$ cat src/rtl/uart_pkg.sv
// uart_pkg: shared UART definitions for the transmit and receive paths.
//   state_t           - FSM state encoding used by the dump sequencer and byte serialiser
//   UART_DATA_BITS    - data bits per 8N1 frame
//   UART_IDLE_LEVEL   - line level when idle and during the stop bit
//   UART_CLKS_PER_BIT - default bit period in clocks (12 MHz / 115200)
package uart_pkg;

  localparam int unsigned UART_DATA_BITS    = 8;
  localparam logic        UART_IDLE_LEVEL   = 1'b1;
  localparam int unsigned UART_CLKS_PER_BIT = 104;

  typedef enum logic [2:0] {
    IDLE      = 3'd0,
    LOAD      = 3'd1,
    START_BIT = 3'd2,
    DATA      = 3'd3,
    STOP      = 3'd4,
    FINISH    = 3'd5
  } state_t;

endpackage

$ cat src/rtl/uart_tx_byte.sv
// uart_tx_byte: serialises one byte as an 8N1 frame, LSB first.
//   clk, reset_n - clock, asynchronous active-low reset
//   load         - accept byte_in (honoured only while idle)
//   byte_in      - byte to send
//   ready        - idle, or in the final cycle of the stop bit; a load may be
//                  issued in the cycle after ready is seen
//   tx           - registered serial output, idle high
module uart_tx_byte
  import uart_pkg::*;
#(
  parameter int unsigned CLKS_PER_BIT = UART_CLKS_PER_BIT
) (
  input  logic                      clk,
  input  logic                      reset_n,
  input  logic                      load,
  input  logic [UART_DATA_BITS-1:0] byte_in,
  output logic                      ready,
  output logic                      tx
);

  localparam int unsigned CntW = (CLKS_PER_BIT > 1) ? $clog2(CLKS_PER_BIT) : 1;
  localparam logic [CntW-1:0] CntMax = CntW'(CLKS_PER_BIT - 1);
  localparam int unsigned BitW = $clog2(UART_DATA_BITS);
  localparam logic [BitW-1:0] BitMax = BitW'(UART_DATA_BITS - 1);

  if (CLKS_PER_BIT < 2) begin : g_bad_cfg
    $error("uart_tx_byte: CLKS_PER_BIT must be at least 2");
  end

  state_t                    state_q, state_d;
  logic [CntW-1:0]           cnt_q, cnt_d;
  logic [BitW-1:0]           bit_q, bit_d;
  logic [UART_DATA_BITS-1:0] shift_q, shift_d;
  logic                      tx_q, tx_d;
  logic                      tick;

  assign tick = (cnt_q == CntMax);

  always_comb begin
    state_d = state_q;
    cnt_d   = cnt_q;
    bit_d   = bit_q;
    shift_d = shift_q;
    case (state_q)
      IDLE: begin
        if (load) begin
          state_d = START_BIT;
          shift_d = byte_in;
          cnt_d   = '0;
        end
      end
      START_BIT: begin
        if (tick) begin
          state_d = DATA;
          cnt_d   = '0;
          bit_d   = '0;
        end else begin
          cnt_d = cnt_q + 1'b1;
        end
      end
      DATA: begin
        if (tick) begin
          cnt_d   = '0;
          shift_d = shift_q >> 1;
          if (bit_q == BitMax) begin
            state_d = STOP;
          end else begin
            bit_d = bit_q + 1'b1;
          end
        end else begin
          cnt_d = cnt_q + 1'b1;
        end
      end
      STOP: begin
        if (tick) begin
          state_d = IDLE;
          cnt_d   = '0;
        end else begin
          cnt_d = cnt_q + 1'b1;
        end
      end
      default: state_d = IDLE;
    endcase
  end

  // tx is registered from the next state so the pin never sees decode glitches.
  always_comb begin
    tx_d = UART_IDLE_LEVEL;
    case (state_d)
      START_BIT: tx_d = ~UART_IDLE_LEVEL;
      DATA:      tx_d = shift_d[0];
      default:   tx_d = UART_IDLE_LEVEL;
    endcase
  end

  always_ff @(posedge clk or negedge reset_n) begin
    if (!reset_n) begin
      state_q <= IDLE;
      cnt_q   <= '0;
      bit_q   <= '0;
      shift_q <= '0;
      tx_q    <= UART_IDLE_LEVEL;
    end else begin
      state_q <= state_d;
      cnt_q   <= cnt_d;
      bit_q   <= bit_d;
      shift_q <= shift_d;
      tx_q    <= tx_d;
    end
  end

  // Early ready lets the parent spend exactly one LOAD cycle between frames.
  assign ready = (state_q == IDLE) || ((state_q == STOP) && tick);
  assign tx    = tx_q;

endmodule

$ cat src/rtl/regfile_dump_tx.sv
// regfile_dump_tx: on a one-cycle start, sends every register x0..x(NUM_REGS-1)
// over UART as back-to-back 8N1 frames, little-endian within each register.
//   clk, reset_n - clock, asynchronous active-low reset
//   start        - dump request, sampled only while idle
//   rd_addr      - register file read address (always the current register)
//   rd_data      - combinational register file read data
//   tx           - UART serial out, idle high
//   busy         - dump in progress (low again in the done cycle)
//   done         - one-cycle pulse after the final stop bit
module regfile_dump_tx
  import uart_pkg::*;
#(
  parameter int unsigned CLKS_PER_BIT = UART_CLKS_PER_BIT,
  parameter int unsigned NUM_REGS     = 32,
  parameter int unsigned XLEN         = 32
) (
  input  logic            clk,
  input  logic            reset_n,
  input  logic            start,
  output logic [4:0]      rd_addr,
  input  logic [XLEN-1:0] rd_data,
  output logic            tx,
  output logic            busy,
  output logic            done
);

  localparam int unsigned NumBytes = XLEN / UART_DATA_BITS;
  localparam int unsigned ByteW    = (NumBytes > 1) ? $clog2(NumBytes) : 1;
  localparam logic [ByteW-1:0] ByteLast = ByteW'(NumBytes - 1);
  localparam logic [4:0]       RegLast  = 5'(NUM_REGS - 1);

  if ((XLEN % UART_DATA_BITS) != 0 || XLEN == 0) begin : g_bad_xlen
    $error("regfile_dump_tx: XLEN must be a non-zero multiple of 8");
  end
  if (NUM_REGS == 0 || NUM_REGS > 32) begin : g_bad_regs
    $error("regfile_dump_tx: NUM_REGS must be 1..32");
  end

  state_t                    state_q, state_d;
  logic [4:0]                reg_q, reg_d;
  logic [ByteW-1:0]          byte_q, byte_d;
  logic [XLEN-1:0]           word_q, word_d;
  logic [XLEN-1:0]           word_src;
  logic [UART_DATA_BITS-1:0] byte_sel;
  logic                      tx_load;
  logic                      tx_ready;

  // Byte 0 comes straight from the read port in the cycle it is latched;
  // later bytes come from the latched copy so a mid-register write cannot tear it.
  assign word_src = (byte_q == '0) ? rd_data : word_q;
  assign byte_sel = word_src[UART_DATA_BITS*byte_q +: UART_DATA_BITS];

  // Here DATA means "frame in flight in the serialiser".
  always_comb begin
    state_d = state_q;
    reg_d   = reg_q;
    byte_d  = byte_q;
    word_d  = word_q;
    case (state_q)
      IDLE: begin
        if (start) begin
          state_d = LOAD;
          reg_d   = '0;
          byte_d  = '0;
        end
      end
      LOAD: begin
        if (byte_q == '0) begin
          word_d = rd_data;
        end
        state_d = DATA;
      end
      DATA: begin
        if (tx_ready) begin
          if (byte_q == ByteLast) begin
            byte_d = '0;
            if (reg_q == RegLast) begin
              reg_d   = '0;
              state_d = FINISH;
            end else begin
              reg_d   = reg_q + 5'd1;
              state_d = LOAD;
            end
          end else begin
            byte_d  = byte_q + 1'b1;
            state_d = LOAD;
          end
        end
      end
      FINISH:  state_d = IDLE;
      default: state_d = IDLE;
    endcase
  end

  always_ff @(posedge clk or negedge reset_n) begin
    if (!reset_n) begin
      state_q <= IDLE;
      reg_q   <= '0;
      byte_q  <= '0;
      word_q  <= '0;
    end else begin
      state_q <= state_d;
      reg_q   <= reg_d;
      byte_q  <= byte_d;
      word_q  <= word_d;
    end
  end

  assign tx_load = (state_q == LOAD);
  assign rd_addr = reg_q;
  assign busy    = (state_q == LOAD) || (state_q == DATA);
  assign done    = (state_q == FINISH);

  uart_tx_byte #(
    .CLKS_PER_BIT(CLKS_PER_BIT)
  ) u_tx_byte (
    .clk    (clk),
    .reset_n(reset_n),
    .load   (tx_load),
    .byte_in(byte_sel),
    .ready  (tx_ready),
    .tx     (tx)
  );

endmodule

$ cat config.mk
export PLATFORM = sky130hd
export DESIGN_NAME = regfile_dump_tx
export DESIGN_NICKNAME = d
export VERILOG_FILES = /design/src/rtl/uart_pkg.sv /design/src/rtl/uart_tx_byte.sv /design/src/rtl/regfile_dump_tx.sv
export SDC_FILE = /design/constraint.sdc
export NUM_CORES = 1
export LEC_CHECK = 0
export CORE_MARGIN = 2
export CORE_UTILIZATION = 60
export DETAILED_ROUTE_END_ITERATION = 10
export PLACE_DENSITY = 0.83
export SLEW_MARGIN = 15
export SYNTH_ARGS = -nofsm -noshare
export SYNTH_HDL_FRONTEND = slang
export SYNTH_SLANG_ARGS = --single-unit
$ cat constraint.sdc
create_clock -name clk -period 5.6 [get_ports clk]
set_input_delay 1.12 -clock clk [delete_from_list [all_inputs] [get_ports clk]]
set_output_delay 1.12 -clock clk [all_outputs]
set_load 0.1 [all_outputs]
* Yosys cells after proc, flatten, opt, wreduce, memory -nomap -nowiden *
Cells that the tools add are included.

word-level totals
  register bits after elaboration = 64
  bits of input ports = 35
  output and inout port bits = 8
  logic and storage cells = 83

operators by class
  equality and inequality tests = 19
  muxes and demuxes = 32
  add/subtract/negate cells = 4
  reductions and logical operators = 17
  shift operators = 1

operator list
  kind                 number
  $mux 3               12
  $mux 32              1
  $shiftx 32x6->8      1
  $mux 5               4
  $mux 8               2
  $pmux 8 s2           1
  $eq 3x2->1 const B   5
  $mux 7               2
  $pmux 7 s2           1
  $pmux 3 s4           1
  $ne 2x2->1 const B   5
  $pmux 5 s2           1
  $eq 3x3->1 const B   3
  $pmux 3 s3           1
  $reduce_and 4->1     2
  $reduce_bool 2->1    4
  $add 7x1->7 const B  1
  $eq 7x7->1 const B   1
  $logic_not 3->1      2
  $mux 2               3
  $pmux 3 s2           1
  $reduce_and 3->1     2
  $add 5x1->5 const B  1
  $eq 5x5->1 const B   1
  other kinds (12)     15

* Logic depth before layout (Yosys ltp) *
  word-level depth = 6
  gate-level depth with buffers = 10
  gate-level depth less buffers = 7

* By module *
From an unflattened synthesis, not the netlist that was laid out.

unflattened totals
  cell total of the unflattened synthesis = 286
  area total of the unflattened synthesis = 3653.5 µm²

modules (own cells, without submodules)
  module           area an instance (µm²)  cells an instance  sequential area each (µm²)  instances
  regfile_dump_tx  2413.6                  171                1051.0                      1
  uart_tx_byte     1239.9                  115                551.8                       1

* Worst setup path after synthesis *
OpenSTA, ideal clock, no wires.

  kind = reg-to-output
  from = register state_q[1]
  to = output done
  data required time = 4.480 ns
  path slack = 2.625 ns
  stages on the path, launching flop included = 3
  arrival = 1.855 ns
  path through = dfrtp_1 -> nand2b_1 -> nor2_1

on the way
  word-level cells in the longest chain between the ends = 1

RTL lines
  item                    line                    text
  from (decl)             regfile_dump_tx.sv:39   state_t state_q, state_d;
  from (signal assigned)  regfile_dump_tx.sv:102  state_q <= state_d;
  $eq 3x3->1              regfile_dump_tx.sv:112  assign done = (state_q == FINISH);
  to (decl)               regfile_dump_tx.sv:24   output logic done

Every way passes these cells.

* Final worst setup path *
Same ends and word-level chain as after synthesis.

==> run metrics <==
setup violators final=0; Skew-Pair Late Insertion Delay=~0.34 ns; Mean Syn Cell Area=12.5 um2; Fmax=297 MHz; launch point of the critical path=state_q[1]; slew at the pin closest to its max-slew limit=0.965 ns; CTS tree=yes; clk sink count=64; YS warnings=0; Die X=80.7 um; Initial Utilization=0.629; number of buffers created by CTS=9; DRT Pass-1 Iters=4; CTS Hold Bufs=0; largest net degree at the start of global routing=65; Synth Flop Type=dfrtp_1; Finished Cell Area=0.00416 mm2; cells after synthesis=283; post-synthesis register bit count=64; number of synthesized flops with an enable pin=0; critical path peak fanout=7; XOR/XNOR share of the synthesized area=0.00248; critical path type=flop to output pin; Total Wirelength=6950 um; post-synthesis mux area share=0.222; Via density=6.28; final worst-path cycle share=0.601; Rel. slew slack=0.355; GPL Wtd Cong=0.802; Final Hold Viols=0; Worst Clk Skew=0.00593 ns; power consumption=1.01 mW; Core Region=~0.0056 mm2; post-cts sizing count=0; vias in the first global route=between 2,000 and 2,500; total vias in the final route=2,492; Setup TNS Final=0 ns; cells on worst reg2reg path=6; postcts setup bufs=0; Worst Hold Class=flop to flop; Synth Area in Adders=0.0248; Peak VDD IR=0.184 mV; GR Util All Layers=0.243; die area=0.00651 mm2; worst reg-to-reg setup slack=2.60 ns; Reg-to-Reg Start=byte_q[0]; Rows=27; Leakage=1.76 nW; Syn Nets=325; CTS root buf=clkbuf_8; sequential-to-total area share from yosys stat=0.454; H-tree Lvls=3; I/O Buffers=42; Arrival @ worst endpoint=2.25 ns; largest family of logic cells by synthesized area=multiplexers; Ant. Diodes=0; die height=80.7 um; Worst-path clk slew=roughly 0.060 ns; most frequent cells in the layout=63 x dfrtp_1, 41 x clkdlybuf4s50_1, 32 x mux2_2; 1st-iter DRT viols=148; CTS max path bufs=2; fin nets=362; ys async rst share=1.00; P&R area growth vs syn=17.9%; initial antenna violation count=0; layout cells sized above 1=0.268; most common cell after layout, fill and taps aside=dfrtp_1; Unique masters post-synth=61; DRC violations left=0; Worst Setup End Kind=output pin; DP Wirelength=4680 um; Worst Setup EP=done; status=finished clean; Final Slew Violations=0; unrepaired setup endpoints after global routing=no; grt total ovfl=0; Synth Area in Compound Gates=0.124; power per cell area=242 mW/mm2; Antenna Violating Nets Remaining=0; post-DR wirelength/cell=17.5 um; FF-to-FF End=u_tx_byte.shift_q[2]; Syn Std Cell Area=0.00353 mm2; Boundary Pins=43; minimum clock period=3.37 ns; simple-gate share of the synthesized area=0.130; first-pass GRT wire length=11,800 um; slack of the critical path=2.23 ns; Worst EP required=around 4.5 ns; final design utilization=0.742; Max Cap Viol=0; dpl ws=between 2 and 3 ns; Worst setup SP type=flop; dpl cell area=0.00393 mm2
==> cells in the mapped netlist, types with 2 or more instances <==
cell type | number | area share
a21oi_1 | 4 | 0.0057
nor3b_1 | 3 | 0.0064
nor3_1 | 4 | 0.0057
nand2_1 | 24 | 0.026
a32o_1 | 2 | 0.0057
o21ai_0 | 6 | 0.0085
a221o_2 | 5 | 0.016
buf_6 | 3 | 0.0096
nor2_1 | 11 | 0.012
nor2b_1 | 2 | 0.0035
buf_2 | 6 | 0.0085
and3_1 | 5 | 0.0089
dfrtp_1 | 63 | 0.45
buf_4 | 6 | 0.013
nand3_1 | 5 | 0.0071
nand2b_1 | 4 | 0.0071
inv_1 | 7 | 0.0074
a22o_1 | 9 | 0.022
mux4_2 | 16 | 0.10
or3_4 | 2 | 0.0064
and2_1 | 2 | 0.0035
ha_1 | 7 | 0.025
a221o_1 | 2 | 0.0057
nand4_1 | 5 | 0.0089
mux2i_1 | 5 | 0.014
nor4_1 | 2 | 0.0035
mux2_2 | 32 | 0.10
o22ai_1 | 2 | 0.0035
a211oi_1 | 2 | 0.0043
a21oi_2 | 5 | 0.012
clkbuf_1 | 2 | 0.0021
==> registers in the layout (all words and copies together), names as in the netlist <==
| signal | flops |
|---|---|
| byte_q | 2 |
| rd_addr | 5 |
| state_q | 3 |
| u_tx_byte.bit_q | 3 |
| u_tx_byte.cnt_q | 7 |
| u_tx_byte.shift_q | 8 |
| u_tx_byte.state_q | 3 |
| u_tx_byte.tx | 1 |
| word_q | 32 |
==> metal layers <==
metal  routed length (um)  track usage  up-vias
li1                     -            -     1153
met1                 3110        0.326     1242
met2                 3350        0.377       82
met3                  316       0.0472       15
met4                  167        0.131        0
met5                    0            0        -
==> final cells by class <==
cell class / count / area, um2
clock buffer: 14 / 173
clock inverter: 2 / 60.1
fill: 382 / 1450
inverter: 8 / 30.0
multi-input combinational: 193 / 1780
sequential: 64 / 1600
tap: 72 / 90.1
timing repair buffer: 44 / 430
==> through the flow <==
step | hold slack, ns | instances
finish | 0.494 | 397
detailed placement | 0.483 | 381
global placement | 0.471 | 381
global route | 0.529 | 397
floorplan | 0.453 | 283
CTS | 0.498 | 397
==> how the worst min path moves through the flow <==
stage | endpoint | start | depth (start not counted)
2_1_floorplan | word_q[11] | word_q[11] | 1
3_3_place_gp | word_q[11] | word_q[11] | 1
3_5_place_dp | word_q[11] | word_q[11] | 1
4_1_cts | word_q[11] | word_q[11] | 1
5_1_grt | word_q[11] | word_q[11] | 1
6_report | word_q[11] | word_q[11] | 1
==> worst max-delay path, cell delays in order (launching register included) <==
cell,delay [ns]
dfrtp_1,0.43
nand2b_1,0.23
nor2_1,0.11
clkdlybuf4s50_1,1.13
==> power by group <==
part / internal (mW) / switching [mW] / leakage (nW) / total, mW
Clock: 0.288 / 0.171 / 0.117 / 0.459
Combinational: 0.0410 / 0.0223 / 0.878 / 0.0633
Sequential: 0.477 / 0.00785 / 0.767 / 0.485
Total: 0.806 / 0.201 / 1.76 / 1.01
==> cells by family (layout without fill, tap and decap cells) <==
family	Yosys count	after routing
AND/OR/NAND/NOR	81	81
flip-flops	64	64
multiplexers	54	54
AO/OA/AOI/OAI	50	50
buffers and inverters	26	68
adder cells (fa/ha/maj)	7	7
XOR/XNOR	1	1
No activity file was read; power rests on OpenSTA's default activity.
